$ cat src/rtl/if_stage_fetch.sv
// Instruction-fetch stage with IF/ID pipeline register: PC sequencing, branch
// redirect with wrong-path squash, freeze hold and memory-wait bubbles.
module if_stage_fetch #(
    parameter int unsigned       ADDR_W   = 32,
    parameter int unsigned       INST_W   = 32,
    parameter int unsigned       PC_STEP  = 4,
    parameter logic [ADDR_W-1:0] RESET_PC = '0
) (
    input  logic              clk,
    input  logic              rst,
    input  logic              freeze,
    input  logic              br_taken,
    input  logic [ADDR_W-1:0] br_addr,
    output logic              imem_req,
    output logic [ADDR_W-1:0] imem_addr,
    input  logic [INST_W-1:0] imem_rdata,
    input  logic              imem_ready,
    output logic [ADDR_W-1:0] if_id_pc,
    output logic [INST_W-1:0] if_id_inst,
    output logic              if_id_valid,
    output logic              fetch_stall
);

    typedef enum logic [0:0] {
        FETCH  = 1'b0,
        CANCEL = 1'b1
    } state_t;

    localparam logic [ADDR_W-1:0] STEP = ADDR_W'(PC_STEP);

    state_t            state_q;
    logic [ADDR_W-1:0] pc_q;
    logic [ADDR_W-1:0] pc_inc_d;
    logic [ADDR_W-1:0] if_id_pc_q;
    logic [INST_W-1:0] if_id_inst_q;
    logic              if_id_valid_q;

    assign pc_inc_d = pc_q + STEP;

    // CANCEL drops the request for one cycle so a memory still working on the
    // wrong-path address abandons it.
    assign imem_req    = (state_q == FETCH) && !rst;
    assign imem_addr   = pc_q;
    assign fetch_stall = imem_req && !imem_ready;

    assign if_id_pc    = if_id_pc_q;
    assign if_id_inst  = if_id_inst_q;
    assign if_id_valid = if_id_valid_q;

    always_ff @(posedge clk) begin
        if (rst) begin
            state_q       <= FETCH;
            pc_q          <= RESET_PC;
            if_id_pc_q    <= '0;
            if_id_inst_q  <= '0;
            if_id_valid_q <= 1'b0;
        end else if (freeze) begin
            state_q       <= state_q;
            pc_q          <= pc_q;
            if_id_pc_q    <= if_id_pc_q;
            if_id_inst_q  <= if_id_inst_q;
            if_id_valid_q <= if_id_valid_q;
        end else if (br_taken) begin
            pc_q          <= br_addr;
            if_id_pc_q    <= '0;
            if_id_inst_q  <= '0;
            if_id_valid_q <= 1'b0;
            if (state_q == FETCH && !imem_ready) begin
                state_q <= CANCEL;
            end else begin
                state_q <= FETCH;
            end
        end else if (state_q == CANCEL) begin
            state_q       <= FETCH;
            if_id_pc_q    <= '0;
            if_id_inst_q  <= '0;
            if_id_valid_q <= 1'b0;
        end else if (imem_ready) begin
            state_q       <= FETCH;
            pc_q          <= pc_inc_d;
            if_id_pc_q    <= pc_inc_d;
            if_id_inst_q  <= imem_rdata;
            if_id_valid_q <= 1'b1;
        end else begin
            state_q       <= FETCH;
            if_id_pc_q    <= '0;
            if_id_inst_q  <= '0;
            if_id_valid_q <= 1'b0;
        end
    end

endmodule

$ cat config.mk
export PLATFORM = sky130hd
export DESIGN_NAME = if_stage_fetch
export DESIGN_NICKNAME = d
export VERILOG_FILES = /design/src/rtl/if_stage_fetch.sv
export SDC_FILE = /design/constraint.sdc
export NUM_CORES = 1
export LEC_CHECK = 0
export ABC_AREA = 1
export CORE_ASPECT_RATIO = 1.75
export CORE_MARGIN = 2
export CORE_UTILIZATION = 44
export CTS_CLUSTER_SIZE = 12
export DETAILED_ROUTE_END_ITERATION = 10
export PLACE_DENSITY = 0.84
export SLEW_MARGIN = 20
export SYNTH_ARGS = -nofsm -noshare
export SYNTH_HDL_FRONTEND = slang
export SYNTH_SLANG_ARGS = --single-unit
$ cat constraint.sdc
create_clock -name clk -period 1.6 [get_ports clk]
set_input_delay 0.32 -clock clk [delete_from_list [all_inputs] [get_ports clk]]
set_output_delay 0.32 -clock clk [all_outputs]
set_load 0.05 [all_outputs]
After elaboration in Yosys (flattened, before gate mapping)
Cells that the tools add are included.

Latch bits: 0. Memory bits (writable): 0. Output and inout port bits: 99. Bits of input ports: 69. Flip-flop bits (word level): 98. Memories kept: 0. Word-level logic and storage cells: 30. Memory bits (read-only): 0.

Divide/modulo/power cells: 0. Shifts and indexed selects: 0. Equal/unequal tests: 1. Bitwise operators: 2. Reduce and logical (&&, ||, !) cells: 7. $lt $le $gt $ge: 0. Multiply operators: 0. $add $sub $neg: 1. Mux-type cells: 14.

Operator list (count): 2-to-1 mux 32 bit (9); adder 32 x 3 -> 32 bit (second input constant) (1); 2-to-1 mux 1 bit (5); logical AND 1 bit (3); AND reduction 3 bit (1); zero test 1 bit (2); inequality test 2 bit (second input constant) (1); NOT 1 bit (2); nonzero test 2 bit (1).

Longest topological paths before layout
Depth after elaboration: 4. Mapped depth: 10. Mapped depth without buffers: 10.

Worst setup path after synthesis
Ideal clock, no wire load.

Path kind: in2out. Start point: input rst. End point: output fetch_stall. Arrival: 1.699 ns. Cell stages on the path: 3. Setup slack: -0.419 ns. Path buffers: 2. Cell sequence: clkbuf_1 -> clkbuf_1 -> nor3_1.

Cells in the longest elaborated chain, start to end: 3.

RTL lines: start, declared (RTL line 10) `input logic rst,`; zero test 1 bit (RTL line 42) `assign imem_req = (state_q == FETCH) && !rst;`; logical AND 1 bit (RTL line 42); logical AND 1 bit (RTL line 44) `assign fetch_stall = imem_req && !imem_ready;`; end, declared (RTL line 21) `output logic fetch_stall`.

No other way between the ends.

Worst setup path in the final report
Start point: register pc_q[3] (netlist: imem_addr[3]). End point: register pc_q[12] (netlist: imem_addr[12]).

Cells in the longest elaborated chain, start to end: 4.

RTL lines: start, declared (RTL line 32) `logic [ADDR_W-1:0] pc_q;`; start signal, assigned (RTL line 59) `pc_q <= pc_q;`; start signal, assigned (RTL line 64) `pc_q <= br_addr;`; start signal, assigned (RTL line 80) `pc_q <= pc_inc_d;`; adder 32 x 3 -> 32 bit (RTL line 38) `assign pc_inc_d = pc_q + STEP;`; 2-to-1 mux 32 bit (RTL line 78) `end else if (imem_ready) begin`; 2-to-1 mux 32 bit (RTL line 73) `end else if (state_q == CANCEL) begin`; 2-to-1 mux 32 bit (RTL line 63) `end else if (br_taken) begin`.

No other way between the ends. The select of a mux whose other input is x is not followed. A chain may end at the register's enable or synchronous reset.

==> results.md <==
- Final Net Count: 908
- Placement-stage cell area: 0.00674 mm2
- Worst setup path startpoint: imem_addr[3]
- Grt total ovfl: 0
- Status: completed
- Dominant cell type by area after synthesis: dfxtp_1
- Post-layout min period: 1.58 ns
- Ranking of synthesized cells by area: dfxtp_1 (44%), nand2_1 (20%), a21oi_1 (13%)
- Total of max-cap violations: 0
- Clock Tree Buf Depth: 2
- Routed wire length: 15,700 um
- CTS root buffer: clkbuf_16
- DR vias: 5,131
- Mapped Nets: 722
- Post-synthesis async set-or-reset flop share: 0
- Startpoint Class: flop
- Fin crit share: 0.986
- DR WL/cell: 16.2 um
- Layout cell share with drive strength beyond 1: 0.263
- Number of global-route vias before repair: 5,073
- I/O Pins: 168
- Worst reg2reg path depth: 8
- Clk_lat worst skew: 0.34 ns
- Unique masters post-synth: 26
- HPWL after detailed placement: 11,700 um
- Post-CTS Hold Buffers: 0
- Synth Instances: 652
- Largest net degree at the start of global routing: 42
- CP Data Required Time: between 1.5 and 2 ns
- Die height: 137 um
- TritonCTS clock tree: done
- Pleak: 2.83 nW
- Final ANT Viol Nets: 0
- Fin Clk Skew: 0.00562 ns
- H-tree Lvls: 3
- Mux share of post-synthesis cell area: 0
- Mean post-synth cell area: 6.86 um2
- Post-synth top area share: 0.439
- Post-route cell area: 0.00718 mm2
- Post-synth EDFFs: 0
- All-Layer GR Usage: 0.284
- Post-Synth Simple-Gate Area: 0.293
- Clk sinks: 98
- Largest family of logic cells by synthesized area: simple AND/OR/NAND/NOR gates
- Compound-Gate Fraction of Synth Area: 0.176
- Crit path capture type: flop
- Slew Limit Headroom: 0.724
- Pwr dens: 873 mW/mm2
- Initial Utilization: 0.451
- Synthesized cell area: 0.00447 mm2
- CP Max Fanout: 5
- Yosys Warn Count: 0
- Worst reg2reg startpoint: imem_addr[3]
- Fmax: 0.634 GHz
- Predominant post-synthesis flop cell: dfxtp_1
- Fin. Hold Viols: 0
- TritonRoute pass-1 iters: 5
- Die ar.: 0.0110 mm2
- First-pass GRT wire length: 24,200 um
- Commonest cells in the netlist: nand2_1 (238), a21oi_1 (118), dfxtp_1 (98)
- Overall Power: 6.27 mW
- Critical path class: reg2reg
- Width of the die: 80.2 um
- CORE AREA: 0.00991 mm2
- Origin of the worst min-delay path: freeze
- Antenna violations before repair: 0
- Worst EP arrival: 1.85 ns
- Final setup violation count: 0
- Drt via density: 5.30
- Unrepaired setup endpoints after global routing: true
- Hold path depth: 3
- Post-Synth Adder-Cell Area: 0.00280
- Iter 0 DRT Violations: 355
- Post-synthesis sequential area ratio: 0.439
- Synth Area in XOR/XNOR: 0.0288
- Syn-to-layout area delta: 60.7%
- Synth Register Bits: 98
- # DRC: 0
- Count leader, synth: nand2_1
- Final slew viol count: 0
- Hold WC Path Type: in2reg
- Row Count: between 40 and 50
- Setup TNS: 0 ns
- Diodes inserted: 0
- CTS buffer count: 9
- Port Buf Inserts: 167
- GP Congestion: 0.923
- Slew at the pin closest to its max-slew limit: 0.414 ns
- Clk pin slew, worst setup/hold paths: 0.07 ns
- Peak supply drop: 808 uV
## metrics by stage
| stage | worst slack (ns) | util | instances | hold slack (ns) |
|---|---|---|---|---|
| 2_1_floorplan | 0.00580 | - | 652 | 0.455 |
| 3_3_place_gp | -0.131 | 0.680 | 949 | 0.453 |
| 3_5_place_dp | -0.220 | 0.680 | 949 | 0.456 |
| 4_1_cts | 0.00286 | 0.712 | 965 | 0.339 |
| 5_1_grt | -0.0869 | 0.725 | 968 | 0.384 |
| 6_report | 0.0231 | 0.725 | 968 | 0.348 |
## cell usage in the layout, fill, tap and decap left out, types with 3 or more instances in the layout
master and instances:
clkbuf_8 3, a31oi_1 3, nand2_2 8, dfxtp_4 5, nor2_1 36, xor2_1 3
clkdlybuf4s50_1 66, dfxtp_2 11, o21ai_0 30, nor2_2 11, inv_1 24, nand3_1 19
nand2_1 231, a21oi_2 5, buf_4 100, nor2_4 7, nand2_4 3, buf_12 42
nand3b_1 4, xnor2_1 5, a21oi_1 114, dfxtp_1 82, clkbuf_16 9, xor2_2 5
## metal layers
metal  track usage  vias to the layer above  wire length, um
li1              -                     2478                -
met2         0.537                      225             8490
met1         0.293                     2385             5520
met3        0.0570                       43             1070
met4         0.131                        0              597
met5             0                        -                0
## worst paths after layout
| kind | to | slack [ns] |
|---|---|---|
| worst max-delay path | imem_addr[12] | 0.02 |
| worst min-delay path | if_id_pc[4] | 0.35 |
| worst max register to register | imem_addr[12] | 0.02 |
| worst min register to register | if_id_pc[1] | 0.46 |
## flip-flops by register name, indices dropped and copies added, names as in the netlist
signal       count
if_id_inst      32
if_id_pc        32
imem_addr       32
if_id_valid      1
state_q          1
## cell type report
cell class              count  area [um2]
multi-input cells         491        2360
well taps                 125         156
flip-flops and latches     98        1990
clock buffers              13         270
repair buffers            211        2270
fillers                   748        2730
inverters                  27         104
clock inverters             3        21.3
## worst max-delay path, cell delays in order (launching register included)
cell and delay (ns):
dfxtp_4 0.38, ha_4 0.17, nand2_4 0.06, nor2_4 0.13, nand2_4 0.10, nor2_4 0.23, xor2_2 0.20, nand2_2 0.08
a21oi_2 0.14
## cell families after synthesis
logic type | after synthesis
compound gates | 155
simple gates | 322
fa+ha+maj | 1
buf+inv | 63
flops | 98
xor+xnor | 13
## timing repair
item | 4_1_cts | 5_1_grt
gates resized for setup | 4 | 33
endpoints found under the setup margin | 11 | 44
pin swaps | 2 | 19
setup buffers | 0 | 3
## power by group
part | switching, mW | leakage [nW] | internal [mW]
Clock | 0.906 | 0.142 | 1.19
Sequential | 0.128 | 0.806 | 2.55
Combinational | 0.847 | 1.89 | 0.656
(Power assumes the default switching activity.)
